$ cat config.mk
export PLATFORM = sky130hd
export DESIGN_NAME = mem_port_arbiter
export DESIGN_NICKNAME = d
export VERILOG_FILES = /design/src/rtl/mem_port_arbiter.sv
export SDC_FILE = /design/constraint.sdc
export NUM_CORES = 1
export LEC_CHECK = 0
export ABC_CLOCK_PERIOD_IN_PS = 21600
export BUFFER_PORTS_ARGS = -buffer_cell sky130_fd_sc_hd__buf_2
export CORE_AREA = 4 4 286 288
export DETAILED_ROUTE_END_ITERATION = 6
export DIE_AREA = 0 0 290 292
export PLACE_DENSITY = 0.46
export SYNTH_ARGS = -nofsm -noshare
export SYNTH_HDL_FRONTEND = slang
export SYNTH_SLANG_ARGS = --single-unit
$ cat constraint.sdc
create_clock -name clock -period 21.6 [get_ports clock]
set_input_delay 3.24 -clock clock [delete_from_list [all_inputs] [get_ports clock]]
set_output_delay 3.24 -clock clock [all_outputs]
set_load 0.02 [all_outputs]
$ cat src/rtl/mem_port_arbiter.sv
// rtl/mem_port_arbiter.sv - shares the main-memory block port between icache refill and dcache refill/write-back
// Optional build macro ARB_ROUND_ROBIN_EN: round-robin tie-break in IDLE (default: dcache wins ties).
module mem_port_arbiter #(
  parameter int ADDR_W = 28,
  parameter int DATA_W = 128
) (
  input  logic              clock,
  input  logic              reset,
  input  logic              i_read,
  input  logic [ADDR_W-1:0] i_address,
  output logic [DATA_W-1:0] i_readdata,
  output logic              i_busywait,
  input  logic              d_read,
  input  logic              d_write,
  input  logic [ADDR_W-1:0] d_address,
  input  logic [DATA_W-1:0] d_writedata,
  output logic [DATA_W-1:0] d_readdata,
  output logic              d_busywait,
  output logic              mem_read,
  output logic              mem_write,
  output logic [ADDR_W-1:0] mem_address,
  output logic [DATA_W-1:0] mem_writedata,
  input  logic [DATA_W-1:0] mem_readdata,
  input  logic              mem_busywait
);

  localparam logic [2:0] IDLE    = 3'd0;
  localparam logic [2:0] SERVE_I = 3'd1;
  localparam logic [2:0] SERVE_D = 3'd2;
  localparam logic [2:0] REL_I   = 3'd3;
  localparam logic [2:0] REL_D   = 3'd4;

  logic [2:0] state;
  logic [2:0] state_nxt;
  logic       seen_busy;
  logic       i_req;
  logic       d_req;
  logic       serving;
  logic       done;
  logic       pick_d;

  assign i_req   = i_read;
  assign d_req   = d_read | d_write;
  assign serving = (state == SERVE_I) || (state == SERVE_D);
  // Memory may assert busywait a cycle late, so a transfer is only finished
  // once busy has been observed and has since dropped.
  assign done    = serving && !mem_busywait && seen_busy;

`ifdef ARB_ROUND_ROBIN_EN
  // 1 = dcache was granted most recently; reset to 1 so icache wins the first tie.
  logic last_grant;

  // Tie goes to whichever requester was not served last.
  always_comb begin
    pick_d = d_req & (~i_req | ~last_grant);
  end

  // Remember which requester was granted, updated on entry to a SERVE state.
  always_ff @(posedge clock or posedge reset) begin
    if (reset) begin
      last_grant <= 1'b1;
    end else if (state_nxt == SERVE_I && state != SERVE_I) begin
      last_grant <= 1'b0;
    end else if (state_nxt == SERVE_D && state != SERVE_D) begin
      last_grant <= 1'b1;
    end
  end
`else
  // Fixed priority: dcache first so the memory stage is freed before fetch.
  always_comb begin
    pick_d = d_req;
  end
`endif

  // Grant sequencing; REL always hands off to the other side before idling.
  always_comb begin
    state_nxt = state;
    case (state)
      IDLE: begin
        if (pick_d) begin
          state_nxt = SERVE_D;
        end else if (i_req) begin
          state_nxt = SERVE_I;
        end
      end
      SERVE_I: if (done) state_nxt = REL_I;
      SERVE_D: if (done) state_nxt = REL_D;
      REL_I:   state_nxt = d_req ? SERVE_D : IDLE;
      REL_D:   state_nxt = i_req ? SERVE_I : IDLE;
      default: state_nxt = IDLE;
    endcase
  end

  // State register.
  always_ff @(posedge clock or posedge reset) begin
    if (reset) begin
      state <= IDLE;
    end else begin
      state <= state_nxt;
    end
  end

  // Track whether memory has gone busy during the current SERVE; cleared on every state change.
  always_ff @(posedge clock or posedge reset) begin
    if (reset) begin
      seen_busy <= 1'b0;
    end else if (state_nxt != state) begin
      seen_busy <= 1'b0;
    end else if (serving && mem_busywait) begin
      seen_busy <= 1'b1;
    end
  end

  // Capture returned blocks on completion; a write-back leaves d_readdata alone.
  always_ff @(posedge clock or posedge reset) begin
    if (reset) begin
      i_readdata <= '0;
      d_readdata <= '0;
    end else if (done) begin
      if (state == SERVE_I) begin
        i_readdata <= mem_readdata;
      end
      if (state == SERVE_D && d_read) begin
        d_readdata <= mem_readdata;
      end
    end
  end

  // Memory port drive; everything is zero outside the SERVE states.
  always_comb begin
    mem_read      = 1'b0;
    mem_write     = 1'b0;
    mem_address   = '0;
    mem_writedata = '0;
    if (state == SERVE_I) begin
      mem_read    = 1'b1;
      mem_address = i_address;
    end else if (state == SERVE_D) begin
      mem_read      = d_read;
      mem_write     = d_write;
      mem_address   = d_address;
      mem_writedata = d_writedata;
    end
  end

  // Stall each requester while it has a request, except during its own release cycle.
  always_comb begin
    i_busywait = i_req & (state != REL_I);
    d_busywait = d_req & (state != REL_D);
  end

endmodule

==> impl_metrics.yaml <==
outcome:
  status: "finished clean"
yosys:
  yosys.area.top_type_share: 0.588
  yosys.area.top_type: "dfrtp_1"
  seq_area_frac_synth: 0.588
  ys_warn_count: 0
  async_reset_ff_frac: 1.00
  synth_common_cells: "dfrtp_1, mux2_1, and2_1"
  synthTopCellsByArea: "dfrtp_1, mux2_1, and2_1"
  syn_area_per_cell_um2: 14.6
  syn_inst: 758
  syn_nets: 1076
  ys_ff_latch: 260
  syn_area_um2: 11100
  ys_types: 29
  synth-edff-count: 0
  yosysMostFrequentCell: "dfrtp_1"
  synth_flop_cell: "dfrtp_1"
timing:
  relSlewSlack: 0.259
  hold_viol: 0
  finalCriticalPeriod_ps: 7260
  clock_skew_ps: 9.96
  fin_crit_sh: 0.336
  hold-worst-slack_ps: 477
  worst_pin_slew_ps: 1110
  rsz0062_at_grt: "no"
  slew_viol_final: 0
  setup-tns-final_ps: 0
  timing.fmax_mhz: 138
  setup_viol: 0
  fin_ws_ps: 14340
finish:
  design_area_um2: 16800
  area_growth_pct: 51.7
  final_cells: 2558
  n_fill_cell: 8702
  fin_nets: 1799
  layout-drive-gt1-share: 0.541
clocking:
  htreeDepth: 1
  postCtsHoldBufs: 0
  path_clk_slew_ps: 50
  clock_path_buffers: 3
  cts_resized: 0
  cts-root-buf: "clkbuf_16"
  clk_latency_ps: 550
  cts_tree: "built"
  cts.sinks: 260
  numCtsBuffers: 30
  post_cts_buffers: 0
global_route:
  grt_overflow: 0
  grt_pass1_vias: 10000
  groute.usage.overall: 0.140
  grt_pass1_wl_um: 84100
  antenna_found_initial: 17
  grt_max_degree: 121
hold_path:
  min_path_type: "reg -> reg"
  hold_depth: 1
place:
  place_congestion: 1.08
  hpwl_um: 53700
  placed_cell_area_um2: 15700
  io_buffers: 733
  dpl_worst_slack_ps: 14360
  place_inst: 2499
detailed_routing:
  route.detailed.drc: 0
  wl_per_cell_um: 24.3
  postRouteAntennaNets: 0
  drt_iter0_markers: 210
  vias: 9175
  routed_wirelength_um: 62200
  vias_per_cell: 3.59
  firstDrtPassIters: 4
setup_path:
  required_ps: 18360
  start_kind: "primary input"
  worstPathMaxFanout: 4
  r2r_cells: 5
  path_class: "in -> out"
  crit_arrival_ps: 4020
  end_kind: "output pin"
floorplan:
  ios: 734
  fp.dieH_um: 292
  fp.dieArea_um2: 84700
  start_util: 0.140
  rows: 103
  core_area_um2: 78900
  die_width_um: 290
run:
  cap_violations: 0
pwr:
  ir_worst_vdd_v: 0.0000714
  power_density_nw_per_um2: 152
  leakage_uw: 0.00863
cells in the final DEF, fill, tap and decap left out:
cell type / count
a211oi_1: 1
a21o_1: 1
a21oi_1: 4
a221o_1: 2
a221oi_1: 1
a22o_1: 28
a31o_2: 1
and2_1: 130
and2_4: 1
and3_4: 1
buf_2: 733
buf_4: 9
bufinv_16: 2
clkbuf_1: 5
clkbuf_16: 31
clkbuf_8: 10
clkinv_2: 2
clkinv_4: 1
clkinvlp_4: 1
dfrtp_1: 260
diode_2: 7
inv_1: 1
inv_8: 1
mux2_1: 240
mux2_2: 16
nand2_1: 2
nand2b_1: 2
nor2_1: 3
nor2b_1: 4
nor3_1: 1
nor3b_4: 2
o211a_1: 1
o211ai_1: 1
o21a_1: 1
o21ai_0: 1
or2_2: 1
cell families (layout without fill, tap and decap cells):
group,count (synthesis),in the layout,share of synthesized area
AOI/OAI and AO/OA,42,42,0.0314
buffers and inverters,53,796,0.0362
DFF,260,260,0.588
muxes,256,256,0.261
other,0,7,0
and+or+nand+nor,147,147,0.0836
power breakdown:
| part | internal (uW) | switching, uW | leakage [uW] |
|---|---|---|---|
| clock network | 317 | 199 | 0.000500 |
| logic | 402 | 865 | 0.00489 |
| registers | 677 | 93.0 | 0.00324 |
path summary, 6_finish.rpt:
check	startpoint	end	slack, ps
min reg2reg	i_readdata[90]$_DFFE_PP0P_	i_readdata[90]$_DFFE_PP0P_	480
max reg2reg	state[1]$_DFF_PP0_	d_readdata[108]$_DFFE_PP0P_	17130
max in group asynchronous	reset	d_readdata[90]$_DFFE_PP0P_	16790
min	i_readdata[90]$_DFFE_PP0P_	i_readdata[90]$_DFFE_PP0P_	480
min in group asynchronous	reset	d_readdata[109]$_DFFE_PP0P_	2720
max	d_read	mem_read	14340
per-stage QoR:
step | utilization | total power, uW
finish | 0.213 | 2550
global route | 0.213 | 2690
CTS | 0.212 | 2620
detailed placement | 0.200 | 2080
global placement | 0.200 | 2070
floorplan | - | 1460
routing by layer:
| layer | vias up | GRT usage | wire length, um |
|---|---|---|---|
| li1 | 4079 | - | - |
| met1 | 4524 | 0.115 | 17600 |
| met2 | 463 | 0.282 | 35100 |
| met3 | 105 | 0.0434 | 4790 |
| met4 | 4 | 0.0877 | 4670 |
| met5 | - | 0 | 18 |
worst max-delay path, cell delays in order:
cell and delay (ps):
buf_2 150, nand2_1 80, a21oi_1 300, buf_2 240
cell type report:
| cell class | count | area, um2 | share of cell area |
|---|---|---|---|
| Sequential cell | 260 | 6510 | 0.388 |
| Multi-Input combinational cell | 445 | 4170 | 0.249 |
| Timing Repair Buffer | 742 | 3740 | 0.223 |
| Tap cell | 1050 | 1310 | 0.0783 |
| Clock buffer | 46 | 932 | 0.0556 |
| Clock inverter | 6 | 86.3 | 0.00515 |
| Antenna cell | 7 | 17.5 | 0.00104 |
| Inverter | 2 | 15.0 | 0.000895 |
sequential cells by signal, indices dropped and copies added (netlist names):
register,flops
i_readdata,128
seen_busy,1
d_readdata,128
state,3
Note: power is estimated with default switching activity, not from simulation.
